===== src/rtl/pipe_drain_buffer_pkg.sv =====
// Shared definitions for the pipe drain buffer: width helpers and FSM encoding.
package pipe_drain_buffer_pkg;

  // Ceiling log2; clog2(1) = 0. Usable in constant expressions.
  function automatic int clog2(input int value);
    int result;
    result = 0;
    for (int i = 0; i < 31; i++) begin
      if ((int'(1) << i) < value) begin
        result = i + 1;
      end
    end
    return result;
  endfunction

  // Credit counter and FIFO count must represent 0..depth inclusive.
  function automatic int credit_width(input int depth);
    return clog2(depth + 1);
  endfunction

  // Pointer addresses 0..depth-1; keep at least one bit for depth 1.
  function automatic int ptr_width(input int depth);
    return (depth > 1) ? clog2(depth) : 1;
  endfunction

  // Flush counter holds latency down to 1.
  function automatic int flush_width(input int latency);
    return (latency > 1) ? clog2(latency + 1) : 1;
  endfunction

  typedef enum logic {
    ST_FLUSH = 1'b0,
    ST_RUN   = 1'b1
  } state_t;

endpackage


===== src/rtl/pipe_drain_fifo.sv =====
// Synchronous FIFO with occupancy count and arbitrary (non-power-of-2) depth.
// A write while full is only accepted when a read frees a slot in the same
// cycle; otherwise it is dropped and flagged on the drop output.
module pipe_drain_fifo
  import pipe_drain_buffer_pkg::*;
#(
  parameter int WIDTH = 8,
  parameter int DEPTH = 10
) (
  input  logic                           clk,
  input  logic                           rst,
  input  logic                           wr_en,
  input  logic [WIDTH-1:0]               wr_data,
  input  logic                           rd_en,
  output logic [WIDTH-1:0]               rd_data,
  output logic [credit_width(DEPTH)-1:0] count,
  output logic                           drop
);

  localparam int PW = ptr_width(DEPTH);
  localparam int CW = credit_width(DEPTH);
  localparam logic [PW-1:0] PTR_LAST = PW'(DEPTH - 1);
  localparam logic [CW-1:0] CNT_FULL = CW'(DEPTH);

  logic [WIDTH-1:0] mem [DEPTH];
  logic [PW-1:0]    rd_ptr;
  logic [PW-1:0]    wr_ptr;
  logic             full;
  logic             empty;
  logic             do_rd;
  logic             do_wr;

  function automatic logic [PW-1:0] next_ptr(input logic [PW-1:0] ptr);
    return (ptr == PTR_LAST) ? '0 : ptr + 1'b1;
  endfunction

  assign full    = (count == CNT_FULL);
  assign empty   = (count == '0);
  assign do_rd   = rd_en && !empty;
  assign do_wr   = wr_en && (!full || do_rd);
  assign drop    = wr_en && full && !do_rd;
  assign rd_data = mem[rd_ptr];

  // Pointer and occupancy bookkeeping.
  always_ff @(posedge clk) begin
    if (rst) begin
      rd_ptr <= '0;
      wr_ptr <= '0;
      count  <= '0;
    end else begin
      if (do_rd) begin
        rd_ptr <= next_ptr(rd_ptr);
      end
      if (do_wr) begin
        wr_ptr <= next_ptr(wr_ptr);
      end
      case ({do_wr, do_rd})
        2'b10:   count <= count + 1'b1;
        2'b01:   count <= count - 1'b1;
        default: count <= count;
      endcase
    end
  end

  // Storage array; contents need no reset since count gates visibility.
  always_ff @(posedge clk) begin
    if (do_wr) begin
      mem[wr_ptr] <= wr_data;
    end
  end

endmodule


===== src/rtl/pipe_drain_buffer.sv =====
// Reader end of a fixed-latency, non-stallable pipe. Issue into the pipe is
// credit-gated so every result has a guaranteed buffer slot; buffered results
// drain through a valid/ready master port. After reset, a flush window of
// LATENCY cycles discards results that were already in flight.
//
// state    | meaning
// ---------+------------------------------------------------------------
// ST_FLUSH | issue blocked, pipe results ignored, counting down LATENCY
// ST_RUN   | normal credit-gated issue and buffered drain
module pipe_drain_buffer
  import pipe_drain_buffer_pkg::*;
#(
  parameter int WIDTH      = 8,
  parameter int LATENCY    = 8,
  parameter int FIFO_DEPTH = 10
) (
  input  logic                                clk,
  input  logic                                rst,
  input  logic                                s_valid,
  output logic                                s_ready,
  input  logic [WIDTH-1:0]                    s_data,
  output logic                                p_in_valid,
  output logic [WIDTH-1:0]                    p_in_data,
  input  logic                                p_out_valid,
  input  logic [WIDTH-1:0]                    p_out_data,
  output logic                                m_valid,
  input  logic                                m_ready,
  output logic [WIDTH-1:0]                    m_data,
  output logic [credit_width(FIFO_DEPTH)-1:0] credits,
  output logic                                overflow
);

  localparam int CW = credit_width(FIFO_DEPTH);
  localparam int FW = flush_width(LATENCY);
  localparam logic [CW-1:0] CRED_MAX   = CW'(FIFO_DEPTH);
  localparam logic [FW-1:0] FLUSH_INIT = FW'(LATENCY);

  if (LATENCY < 1) begin : g_bad_latency
    $error("pipe_drain_buffer: LATENCY must be at least 1");
  end
  if (FIFO_DEPTH < 1) begin : g_bad_depth
    $error("pipe_drain_buffer: FIFO_DEPTH must be at least 1");
  end

  state_t        state;
  state_t        state_next;
  logic [FW-1:0] flush_cnt;
  logic [FW-1:0] flush_cnt_next;
  logic          run;
  logic          fire;
  logic          pop;
  logic          fifo_wr;
  logic          fifo_drop;
  logic [CW-1:0] fifo_count;

  // FSM state and flush counter registers.
  always_ff @(posedge clk) begin
    if (rst) begin
      state     <= ST_FLUSH;
      flush_cnt <= FLUSH_INIT;
    end else begin
      state     <= state_next;
      flush_cnt <= flush_cnt_next;
    end
  end

  // Next-state logic: flush counts down to 1, then run until reset.
  always_comb begin
    state_next     = state;
    flush_cnt_next = flush_cnt;
    run            = 1'b0;
    case (state)
      ST_FLUSH: begin
        if (flush_cnt == FW'(1)) begin
          state_next = ST_RUN;
        end else begin
          flush_cnt_next = flush_cnt - 1'b1;
        end
      end
      ST_RUN: begin
        run = 1'b1;
      end
      default: begin
        state_next = ST_FLUSH;
      end
    endcase
  end

  // s_ready depends only on registered state, never on s_valid or m_ready.
  assign s_ready    = run && (credits != '0);
  assign fire       = s_valid && s_ready;
  assign p_in_valid = fire;
  assign p_in_data  = s_data;

  assign m_valid = (fifo_count != '0);
  assign pop     = m_valid && m_ready;
  assign fifo_wr = p_out_valid && run;

  // Credits: one consumed per issue, one returned per drained result.
  always_ff @(posedge clk) begin
    if (rst) begin
      credits <= CRED_MAX;
    end else begin
      case ({fire, pop})
        2'b10: credits <= credits - 1'b1;
        2'b01: begin
          assert (credits != CRED_MAX);
          if (credits != CRED_MAX) begin
            credits <= credits + 1'b1;
          end
        end
        default: credits <= credits;
      endcase
    end
  end

  // Sticky record of any pipe result lost to a full buffer.
  always_ff @(posedge clk) begin
    if (rst) begin
      overflow <= 1'b0;
    end else if (fifo_drop) begin
      overflow <= 1'b1;
    end
  end

  // Free credits and buffered entries together never exceed the buffer size.
  always_ff @(posedge clk) begin
    if (!rst) begin
      assert (int'(credits) + int'(fifo_count) <= FIFO_DEPTH);
    end
  end

  pipe_drain_fifo #(
    .WIDTH (WIDTH),
    .DEPTH (FIFO_DEPTH)
  ) u_fifo (
    .clk     (clk),
    .rst     (rst),
    .wr_en   (fifo_wr),
    .wr_data (p_out_data),
    .rd_en   (pop),
    .rd_data (m_data),
    .count   (fifo_count),
    .drop    (fifo_drop)
  );

endmodule


===== config.mk =====
export PLATFORM = sky130hd
export DESIGN_NAME = pipe_drain_buffer
export DESIGN_NICKNAME = d
export VERILOG_FILES = /design/src/rtl/pipe_drain_buffer_pkg.sv /design/src/rtl/pipe_drain_fifo.sv /design/src/rtl/pipe_drain_buffer.sv
export SDC_FILE = /design/constraint.sdc
export NUM_CORES = 1
export LEC_CHECK = 0
export BUFFER_PORTS_ARGS = -buffer_cell sky130_fd_sc_hd__buf_2
export CAP_MARGIN = 20
export CORE_ASPECT_RATIO = 0.75
export CORE_MARGIN = 2
export CORE_UTILIZATION = 50
export DETAILED_ROUTE_END_ITERATION = 7
export GPL_TIMING_DRIVEN = 0
export PLACE_DENSITY = 0.73
export SLEW_MARGIN = 15
export SYNTH_ARGS = -nofsm -noshare
export SYNTH_HDL_FRONTEND = slang
export SYNTH_SLANG_ARGS = --single-unit

===== constraint.sdc =====
create_clock -name clk -period 2.15 [get_ports clk]
set_input_delay 0.215 -clock clk [delete_from_list [all_inputs] [get_ports clk]]
set_output_delay 0.215 -clock clk [all_outputs]
set_load 0.02 [all_outputs]

-- Word-level counts from Yosys, hierarchy flattened
Memory sizes are Yosys's and may differ from the RTL's. A register that Yosys moved wholly into a read port is not among the register bits.
Cells that the tools add are included.
- memory bits (writable): 80
- output and inout port bits: 24
- input port bits: 21
- register bits after elaboration: 22
- word-level logic and storage cells: 58
- memories: 1
- memories (memory ; depth ; width ; read ports ; clocked after Yosys merged registers in ; wr ports ; line ; text):
    u_fifo.mem ; 10 ; 8 ; 1 ; 1 ; 1 ; pipe_drain_fifo.sv:25 ; logic [WIDTH-1:0] mem [DEPTH];
- multiplexer cells: 12
- reductions and logical operators: 19
- equality and inequality tests: 10
- bitwise operators: 2
- add/sub/neg operators: 7
- operators by type and width (operator ; number):
    two-way mux 4 bit ; 5
    adder 4 x 1 -> 4 bit, second input constant ; 4
    case mux 4 bit (2 select lines) ; 2
    == test 4 bit, second input constant ; 3
    subtractor 4 x 1 -> 4 bit, second input constant ; 3
    logical AND 1 bit ; 8
    nonzero test 4 bit ; 2
    two-way mux 1 bit ; 5
    == test 2 x 1 -> 1 bit, second input constant ; 2
    == test 2 bit, second input constant ; 2
    == test 4 x 1 -> 1 bit, second input constant ; 1
    logical NOT 4 bit ; 1
    != test 4 bit, second input constant ; 1
    AND reduction 2 bit ; 2
    nonzero test 2 bit ; 2
    logical NOT 1 bit ; 3
    != test 2 bit, second input constant ; 1
    inverter 1 bit ; 2
    logical OR 1 bit ; 1

-- Depth between registers and ports, before layout
Gate-level depths: netlist of the first run.
- word-level depth: 7
- depth in mapped cells: 10
- depth with buffers taken out: 9

-- Hierarchy
From an unflattened synthesis of the first run, not the netlist that was laid out.
- cells, all modules: 310
- area, all modules: 4524.3 um^2
- by module, submodules not included (module ; cells each ; area each (um^2) ; seq. area each (um^2) ; times used):
    pipe_drain_fifo ; 237 ; 3865.0 ; 2722.6 ; 1
    pipe_drain_buffer ; 73 ; 659.4 ; 200.2 ; 1

-- Worst setup path after synthesis of the first run
OpenSTA, ideal clock, no wires.
- kind: reg2reg
- start: reg credits[0]
- end: reg credits[3]
- stages on the path, launching flop included: 9
- setup slack: -0.422 ns
- path buffers: 0
- arrival: 2.500 ns
- required time: 2.078 ns
- period minus slack after synthesis: 2.572 ns
- library setup time: 0.072 ns
- path through: dfxtp_1 > o41a_1 > and2_1 > nand2b_1 > ha_1 > a21o_1 > a21oi_1 > mux2i_1 > mux2i_1
- cells in the longest elaborated chain, start to end: 6
- elaborated cells between the ends (all ways): 13
- those cells by class: 2 x add/sub; 4 x eq/ne; 2 x mux; 5 x reduce/logical
- ends and longest elaborated chain (item ; line ; text):
    start: declaration ; pipe_drain_buffer.sv:29 ; output logic [credit_width(FIFO_DEPTH)-1:0] credits,
    start signal: assignment ; pipe_drain_buffer.sv:105 ; 2'b10: credits <= credits - 1'b1;
    start signal: assignment ; pipe_drain_buffer.sv:109 ; credits <= credits + 1'b1;
    start signal: assignment ; pipe_drain_buffer.sv:112 ; default: credits <= credits;
    nonzero test 4 bit (*) ; pipe_drain_buffer.sv:90 ; assign s_ready = run && (credits != '0);
    logical AND 1 bit (*) ; pipe_drain_buffer.sv:90 ;
    named net s_ready ; pipe_drain_buffer.sv:20 ; output logic s_ready,
    logical AND 1 bit (*) ; pipe_drain_buffer.sv:91 ; assign fire = s_valid && s_ready;
    named net p_in_valid ; pipe_drain_buffer.sv:22 ; output logic p_in_valid,
    == test 2 x 1 -> 1 bit or == test 2 bit (tied branches) ; pipe_drain_buffer.sv:104 ; case ({fire, pop})
    != test 2 bit (no line) or nonzero test 2 bit (tied branches) ; -- ;
    AND reduction 2 bit (no line) ; -- ;
The timed path passes the listed nets; every way through them passes the cells marked *. The select of a mux whose other input is x is not followed.
A chain may end at the register's enable or synchronous reset.

==> flow_metrics.tcl, run 1 <==
set metrics [dict create \
    yosys.area.top_type "edfxtp_1" \
    clock_path_buffers 2 \
    p_int_mw 3.48 \
    syn_nets 324 \
    slew_headroom_pct 45.9 \
    dp_slack_ps -472 \
    track_usage_pct 20.3 \
    min_from "p_out_data[1]" \
    leakage_nw 1.93 \
    synthFlopType "edfxtp_1" \
    drc_errors 0 \
    synth_cell_types 45 \
    ant_nets 0 \
    ys_seq_area_share_pct 65.2 \
    dr.pass1.iters 4 \
    route.met3.wl_um 580 \
    place_congestion 0.722 \
    core_area_mm2 0.00860 \
    drive_above_1_share_pct 41.3 \
    p_clk_share_pct 31.9 \
    wl_met2_um 4600 \
    worst_setup_path_end_kind "output port" \
    placed_area_mm2 0.00490 \
    comb_power_share_pct 17.5 \
    path_cells "buf_8 > buf_4 > buf_16 > mux4_2 > a211oi_2 > a21oi_1 > buf_4" \
    grt_max_degree 18 \
    grt_setup_unrepaired "true" \
    reg2reg_from "u_fifo.count[0]$_SDFFE_PP0P_" \
    final-seq-area_mm2 0.00294 \
    rows 29 \
    totalWireLength_um 9430 \
    crit_top_cell "buf_4" \
    slew_violations 0 \
    initial_core_util_pct 52.2 \
    seqPwrFrac_pct 50.6 \
    failed_checks "negative setup slack" \
    required_ps 1930 \
    nNetsFinal 392 \
    multiInputGateArea_mm2 0.00166 \
    syn_to_final_growth_pct 24.2 \
    worst_pin_slew_ps 807 \
    p_sw_mw 1.13 \
    worstPathMaxFanout 7 \
    cts_tree "built" \
    fin_worst_skew_ps 5.02 \
    grt_overflow_total 0 \
    ir_drop_uv 479 \
    clock_latency_ps 340 \
    die_w_um 113 \
    port_buffers 35 \
    cpPeakStageDelay_ps 520 \
    hold_viol 0 \
    fmax_mhz 443 \
    synthTopCellsByArea "edfxtp_1, dfxtp_1, mux4_2" \
    maxCapViolations 0 \
    viasPerCell 5.69 \
    setup_violations 8 \
    synth_top_area_share_pct 53.6 \
    synth-seq-cells 106 \
    arrival_ps 2040 \
    dieArea_mm2 0.00975 \
    synthCells 295 \
    fill_cells 588 \
    final_area_mm2 0.00557 \
    cts.sinks 106 \
    startpoint_type "register" \
    switching_share_pct 24.5 \
    critPathKind "reg -> out" \
    finalPower_mw 4.62 \
    cts_inserted_buffers 9 \
    drt-initial-drc-count 240 \
    synth_edf_count 80 \
    ioPinCount 45 \
    grt_pass1_wl_um 14600 \
    period_minus_slack_ps 2260 \
    highest_layer "met4" \
    syn_area_per_cell_um2 15.2 \
    min_path_type "in -> reg" \
    grt_pass1_vias 2743 \
    outcome "finished, violations left" \
    period_share_pct 105 \
    synth_common_cells "edfxtp_1, dfxtp_1, nor2_1, a21oi_1, mux4_2" \
    powerDensity_mw_per_mm2 828 \
    vias 2707 \
    async_flop_share_pct 0 \
    synth.most_common_cell "edfxtp_1" \
    worst_slack_ps -108 \
    rrSetupSlack_ps 0 \
    die_h_um 86.0 \
    wl_per_cell_um 19.8 \
    antenna_found_initial 0 \
    syn-cell-area_mm2 0.00449 \
    clk_pin_slew_worst_paths_ps 70 \
    diodes 0 \
    cp_slowest_cell "mux4_2" \
    cts-root-buf "clkbuf_16" \
    wl_met1_um 4110 \
    ys_warn_count 0 \
    dp.final_hpwl_um 6040 \
    cts_max_level 3 \
]
==> flip-flops by register name, indices dropped and copies added, names as in the netlist, named ones only <==
| register | cells |
|---|---|
| u_fifo.mem | 80 |
| credits | 4 |
| flush_cnt | 4 |
| u_fifo.count | 4 |
| u_fifo.rd_ptr | 4 |
| u_fifo.wr_ptr | 4 |
| overflow | 1 |
| state | 1 |
==> repair_timing <==
action                                  CTS  global route
gates cloned                              1             0
hold buffers                              0             0
setup buffers                            13             6
pin swaps                                13             8
endpoints found under the setup margin   55            23
resized for setup                        44            18
==> layer usage <==
metal	vias up	track usage [%]
met5	-	0
met4	0	6.43
met3	6	5.87
met2	89	32.4
met1	1356	27.3
li1	1256	-
==> path summary, 6_finish.rpt <==
path,end,cells past startpoint
setup / recovery,m_data[1],7
hold / removal,u_fifo.mem[5][1]$_DFFE_PP_,1
setup reg to reg,u_fifo.count[2]$_SDFFE_PP0P_,9
hold reg to reg,overflow$_SDFFE_PP0P_,2
==> per-stage QoR <==
| step | utilization, % | setup TNS [ps] | hold slack [ps] | std cells |
|---|---|---|---|---|
| 2_1_floorplan | - | -134 | 314 | 295 |
| 3_3_place_gp | 56.2 | -31220 | 454 | 438 |
| 3_5_place_dp | 56.9 | -9190 | 472 | 442 |
| 4_1_cts | 63.4 | -818 | 173 | 471 |
| 5_1_grt | 64.8 | -1820 | 180 | 476 |
| 6_report | 64.8 | -658 | 179 | 476 |
==> cells in the final DEF (no fill, tap or decap), types with 4 or more instances in the layout <==
cell,netlist,final
nand2b_1,5,4
o21ai_0,8,7
nor2b_1,13,9
buf_4,9,35
clkbuf_1,8,8
edfxtp_1,80,80
dfxtp_1,26,17
mux2i_1,12,12
mux4_2,16,16
xnor2_1,4,4
nor2b_4,0,4
dfxtp_2,0,6
a211oi_2,0,7
or3_1,4,4
nor2_1,21,18
buf_2,3,31
a21oi_1,16,13
xor2_1,6,5
clkbuf_16,0,9
==> cell families (layout without fill, tap and decap cells) <==
| family | Yosys count | in the layout | share of synthesized area (%) |
|---|---|---|---|
| muxes | 29 | 29 | 11.0 |
| and+or+nand+nor | 73 | 73 | 9.46 |
| xor gates and xnor gates | 10 | 10 | 1.95 |
| DFF | 106 | 106 | 65.2 |
| AOI/OAI and AO/OA | 43 | 43 | 6.72 |
| buffers and inverters | 26 | 99 | 3.35 |
| adders and majority gates | 8 | 8 | 2.40 |
==> critical path: cells and delay by family, from the launching register on <==
family	cells	cell delay, ps
buffers and inverters	4	570
muxes	1	520
DFF	1	330
AOI/OAI and AO/OA	2	290
==> cell type report <==
| cell class | count | area share (%) |
|---|---|---|
| clock buffer | 12 | 4.24 |
| multi-input combinational | 163 | 29.8 |
| sequential | 106 | 52.8 |
| inverter | 4 | 0.269 |
| timing repair buffer | 59 | 7.09 |
| tap | 108 | 2.42 |
| clock inverter | 4 | 0.539 |
| buffer | 20 | 2.83 |
==> power by group through the flow <==
| stage | logic (mW) | clock network [mW] | registers (mW) |
|---|---|---|---|
| finish | 0.808 | 1.47 | 2.34 |
| global route | 0.883 | 1.57 | 2.34 |
| CTS | 0.753 | 1.50 | 2.33 |
| detailed placement | 0.637 | 0 | 2.37 |
| global placement | 0.613 | 0 | 2.37 |
| floorplan | 0.477 | 0 | 2.37 |
Note: power is estimated with default switching activity, not from simulation.
==> run 2, diff against run 1 <==
--- a/config.mk
+++ b/config.mk
@@ -12,7 +12,7 @@
 export CORE_UTILIZATION = 50
 export DETAILED_ROUTE_END_ITERATION = 7
 export GPL_TIMING_DRIVEN = 0
-export PLACE_DENSITY = 0.73
+export PLACE_DENSITY = 0.7
 export SLEW_MARGIN = 15
 export SYNTH_ARGS = -nofsm -noshare
 export SYNTH_HDL_FRONTEND = slang
==> constraint.sdc (replaced) <==
create_clock -name clk -period 2.35 [get_ports clk]
set_input_delay 0.235 -clock clk [delete_from_list [all_inputs] [get_ports clk]]
set_output_delay 0.235 -clock clk [all_outputs]
set_load 0.02 [all_outputs]
==> run 2 against run 1 <==
Net effect:
- the run now ends clean
- global-route usage down 1.3 points
- sequential power is 8.5% lower
- die area did not move
- cell count fell by 2.1%
- via count decreased by 3.0%
- sequential share of layout area increased by 2.1 points
- count of clock-buffer cells in the layout shrank 1
- critical path type unchanged
- largest cell class unchanged
- largest power group unchanged
==> flow_metrics.tcl, run 2 (synthesized netlist as in run 1, its figures left out) <==
set metrics [dict create \
    fill_cells 615 \
    dr.pass1.iters 4 \
    cp_slowest_cell "mux4_2" \
    required_ps 2120 \
    powerDensity_mw_per_mm2 789 \
    drc_errors 0 \
    die_h_um 86.0 \
    rows 29 \
    slew_headroom_pct 29.3 \
    port_buffers 35 \
    grt_pass1_vias 2566 \
    track_usage_pct 19.0 \
    finalPower_mw 4.21 \
    slew_violations 0 \
    placed_area_mm2 0.00488 \
    p_int_mw 3.17 \
    hold_viol 0 \
    startpoint_type "register" \
    fin_worst_skew_ps 9.32 \
    period_minus_slack_ps 2260 \
    worst_setup_path_end_kind "output port" \
    cts_max_level 3 \
    viasPerCell 5.64 \
    largest_reg_flops 80 \
    seqPwrFrac_pct 50.8 \
    cts_hold_buf 0 \
    setup_violations 0 \
    final_cell_mix "edfxtp_1, buf_2, buf_4" \
    dp.final_hpwl_um 5880 \
    worst_pin_slew_ps 1060 \
    period_share_pct 96.1 \
    dieArea_mm2 0.00975 \
    critPathKind "reg -> out" \
    final-seq-area_mm2 0.00293 \
    grt_pass1_wl_um 13700 \
    place_congestion 0.816 \
    cts_inserted_buffers 9 \
    switching_share_pct 24.6 \
    outcome "complete, no violations" \
    cts.sinks 106 \
    final_area_mm2 0.00534 \
    cpPeakStageDelay_ps 520 \
    fin_cells 466 \
    syn_to_final_growth_pct 19.0 \
    totalWireLength_um 8870 \
    ioPinCount 45 \
    p_sw_mw 1.04 \
    clk_pin_slew_worst_paths_ps 70 \
    drive_above_1_share_pct 35.8 \
    grt_overflow_total 0 \
    initial_core_util_pct 52.2 \
    multiInputGateArea_mm2 0.00155 \
    clock_path_buffers 2 \
    grt_max_degree 19 \
    leakage_nw 1.86 \
    wl_per_cell_um 19.0 \
    drt-initial-drc-count 249 \
    ant_nets 0 \
    min_path_type "in -> reg" \
    crit_top_cell "buf_4" \
    worst_slack_ps 91.6 \
    antenna_found_initial 0 \
    fmax_mhz 443 \
    diodes 0 \
    vias 2626 \
    fin_setup_tns_ps 0 \
    p_clk_share_pct 34.3 \
    largest_register "u_fifo.mem" \
    cts-root-buf "clkbuf_16" \
    clock_latency_ps 350 \
    final_common_cell "edfxtp_1" \
    arrival_ps 2020 \
    dp.cells 442 \
    ir_drop_uv 584 \
    nNetsFinal 382 \
    worstPathMaxFanout 8 \
    die_w_um 113 \
    path_cells "buf_12 > buf_4 > mux4_2 > a211oi_4 > a21oi_2 > buf_4" \
    cts_tree "built" \
    comb_power_share_pct 14.9 \
    core_area_mm2 0.00860 \
    utilization_pct 62.1 \
    dp_slack_ps -247 \
    holdWs_ps 193 \
    maxCapViolations 0 \
]
==> run 2: path summary, 6_finish.rpt <==
check / end / slack (ps) / cells past startpoint / start
setup / recovery: m_data[3] / 90 / 6 / register
hold / removal: u_fifo.mem[3][3]$_DFFE_PP_ / 190 / 1 / p_out_data[3]
setup reg to reg: credits[3]$_SDFFE_PP1P_ / 100 / 8 / credits[3]$_SDFFE_PP1P_
hold reg to reg: overflow$_SDFFE_PP0P_ / 480 / 2 / overflow$_SDFFE_PP0P_
==> run 2: area by class of cell <==
class,instances,share of cell area (%)
clock buffers,11,4.76
repair buffers,49,5.34
well taps,108,2.53
plain buffers,20,2.55
clock inverters,5,0.656
flip-flops and latches,106,54.9
inverters,4,0.281
multi-input cells,163,28.9
==> run 2: metal layers <==
layer | GRT usage (%) | part of all wire, % | vias to the layer above | routed length, um
met2 | 29.9 | 47 | 72 | 4210
met5 | 0 | 0 | - | 0
met4 | 5.99 | 1.0 | 0 | 93
li1 | - | - | 1237 | -
met3 | 4.95 | 4.7 | 7 | 421
met1 | 26.4 | 47 | 1310 | 4150
==> run 2: critical path: cells and delay by family, from the launching register on <==
kind | cells | cell delay (ps)
flip-flops | 1 | 380
AO/OA/AOI/OAI | 2 | 360
multiplexers | 1 | 520
buffers and inverters | 3 | 420
==> run 2: what timing repair did <==
action	CTS	global route
gates resized for setup	13	17
hold endpoints to repair	0	0
setup endpoints to repair	31	26
setup buffers	8	2
pin swaps	3	4
==> run 2: power groups by stage <==
stage                     clock, mW  sequential (mW)  combinational [mW]
final                          1.45             2.14               0.627
after global placement            0             2.17               0.555
after floorplan                   0             2.16               0.431
after CTS                      1.46             2.13               0.618
after detailed placement          0             2.17               0.573
after global routing           1.54             2.15               0.687
==> run 3, diff against run 2 <==
--- a/config.mk
+++ b/config.mk
@@ -5,6 +5,7 @@
 export SDC_FILE = /design/constraint.sdc
 export NUM_CORES = 1
 export LEC_CHECK = 0
+export ABC_AREA = 1
 export BUFFER_PORTS_ARGS = -buffer_cell sky130_fd_sc_hd__buf_2
 export CAP_MARGIN = 20
 export CORE_ASPECT_RATIO = 0.75
==> constraint.sdc (replaced) <==
create_clock -name clk -period 2.1 [get_ports clk]
set_input_delay 0.21 -clock clk [delete_from_list [all_inputs] [get_ports clk]]
set_output_delay 0.21 -clock clk [all_outputs]
set_load 0.02 [all_outputs]
==> run 3 against run 2 <==
Net effect:
- clock skew fell by 1.1 ps
- power rose by 40%
- critical path depth unchanged
- largest power group unchanged
- count of clock-buffer cells in the layout down 2
- synthesized area up 2.5%
- clock power increased by 16%
- global-route usage up 1.3 points
- synthesized cell count rose by 47%
- largest cell class unchanged
- sequential share of layout area increased by 0.76 points
==> flow_metrics.tcl, run 3 <==
set metrics [dict create \
    holdWs_ps 107 \
    synth-seq-cells 106 \
    wl_per_cell_um 16.0 \
    grtUsageMet2_pct 28.1 \
    critPathTopFamily "flip-flops" \
    grt_pass1_vias 2919 \
    synth_cell_types 25 \
    place_congestion 0.889 \
    diodes 0 \
    fin_worst_skew_ps 8.24 \
    syn_nets 464 \
    slew_headroom_pct 35.9 \
    powerDensity_mw_per_mm2 1120 \
    worst_pin_slew_ps 957 \
    synth_top_area_share_pct 52.2 \
    cts-root-buf "clkbuf_16" \
    initial_core_util_pct 51.1 \
    period_share_pct 95.3 \
    dp.final_hpwl_um 6670 \
    ir_drop_uv 540 \
    track_usage_pct 20.4 \
    grt_busiest_layer "met1" \
    startpoint_type "register" \
    ys_seq_area_share_pct 63.5 \
    cts_hold_buf 0 \
    synthFlopType "edfxtp_1" \
    ys_warn_count 0 \
    rows 30 \
    die_h_um 87.1 \
    syn-cell-area_mm2 0.00460 \
    drive_above_1_share_pct 19.4 \
    die_w_um 115 \
    crit_top_cell "nand3_1" \
    antenna_found_initial 0 \
    hold_viol 0 \
    grt_pass1_wl_um 14700 \
    required_ps 1890 \
    cts_max_level 3 \
    synth.most_common_cell "edfxtp_1" \
    cpPeakStageDelay_ps 390 \
    cts_inserted_buffers 9 \
    vias 3236 \
    maxCapViolations 0 \
    worstPathMaxFanout 10 \
    clk_pin_slew_worst_paths_ps 70 \
    leakage_nw 2.07 \
    synth_common_cells "edfxtp_1, inv_1, nand2_1, nand3_1, o21ai_0" \
    grt_max_degree 19 \
    arrival_ps 1790 \
    clock_path_buffers 2 \
    cp_slowest_cell "dfxtp_4" \
    nNetsFinal 509 \
    synthCells 435 \
    grt_util_met1_pct 29.5 \
    ioPinCount 45 \
    synth_edf_count 80 \
    cts.sinks 106 \
    period_minus_slack_ps 2000 \
    setup_violations 0 \
    port_buffers 36 \
    final_common_cell "edfxtp_1" \
    worst_setup_path_end_kind "output port" \
    finalPower_mw 5.90 \
    critPathKind "reg -> out" \
    fin_setup_tns_ps 0 \
    fmax_mhz 500 \
    ant_nets 0 \
    outcome "complete, no violations" \
    totalWireLength_um 9580 \
    dieArea_mm2 0.00999 \
    viasPerCell 5.42 \
    path_cells "buf_4 > o211ai_1 > nand3_1 > nand3_1 > o21ai_0 > buf_2" \
    drt-initial-drc-count 294 \
    drc_errors 0 \
    grt_overflow_total 0 \
    syn_to_final_growth_pct 14.4 \
    min_path_type "in -> reg" \
    slew_violations 0 \
    met3_usage_pct 5.43 \
    yosys.area.top_type "edfxtp_1" \
    async_flop_share_pct 0 \
    largest_reg_flops 80 \
    cts_tree "built" \
    syn_area_per_cell_um2 10.6 \
    clock_latency_ps 350 \
    cp_num_buf_inv 2 \
    dr.pass1.iters 5 \
    synthTopCellsByArea "edfxtp_1, dfxtp_1, inv_1" \
    core_area_mm2 0.00901 \
    grt_setup_unrepaired "false" \
    final_cell_mix "edfxtp_1, inv_1, nand2_1" \
    largest_register "u_fifo.mem" \
]
run 3: cell types whose count changed after synthesis, sizes merged, moves of 14 or more:
cell	previous run	this run
o21ai	9	37
nand3	1	42
nand2	3	56
o211ai	2	16
inv	4	67
mux4	16	0
run 3: metrics by stage:
stage	instances	setup slack (ps)	instance area (um^2)	util, %
3_3_place_gp	583	166	4920	54.6
6_report	597	98.8	5260	58.4
2_1_floorplan	435	263	4600	-
3_5_place_dp	583	97.8	4920	54.6
4_1_cts	599	8.40	5230	58.0
5_1_grt	597	4.68	5260	58.4
run 3: power breakdown:
part / leakage, nW / internal, mW / switching [mW]
clock: 0.146 / 0.932 / 0.747
sequential: 0.932 / 2.39 / 0.146
combinational: 0.995 / 0.637 / 1.06
run 3: repair_timing:
action | 4_1_cts | 5_1_grt
setup endpoints to repair | 7 | 32
buffers inserted | 0 | 0
resized for setup | 3 | 22
pin swaps | 0 | 2
run 3: area by class of cell:
cell class / count / area (um^2)
inverter: 67 / 251
fill: 758 / 3740
buffer: 20 / 138
clock inverter: 7 / 77.6
timing repair buffer: 36 / 180
sequential: 106 / 2930
multi-input combinational: 240 / 1320
tap: 112 / 140
clock buffer: 9 / 225
run 3: cell families (layout without fill, tap and decap cells):
group,Yosys count,in the layout,share of synthesized area (%)
compound gates,84,84,10.1
xor+xnor,2,2,0.381
fa+ha+maj,8,8,2.34
buf+inv,89,139,8.13
flops,106,106,63.5
mux,8,8,1.74
simple gates,138,138,13.7
run 3: per-layer routing:
metal	up-vias	part of all wire (%)
met5	-	0
met4	0	3.4
met3	28	8.8
met2	135	41
met1	1503	46
li1	1570	-
run 3: path summary, 6_finish.rpt:
| check | from | to | slack, ps | cells past startpoint |
|---|---|---|---|---|
| worst max-delay path | register | m_data[1] | 100 | 6 |
| worst min-delay path | rst | u_fifo.wr_ptr[1]$_SDFFE_PP0P_ | 110 | 2 |
| worst max register to register | u_fifo.count[0]$_SDFFE_PP0P_ | u_fifo.count[2]$_SDFFE_PP0P_ | 190 | 12 |
| worst min register to register | overflow$_SDFFE_PP0P_ | overflow$_SDFFE_PP0P_ | 460 | 1 |
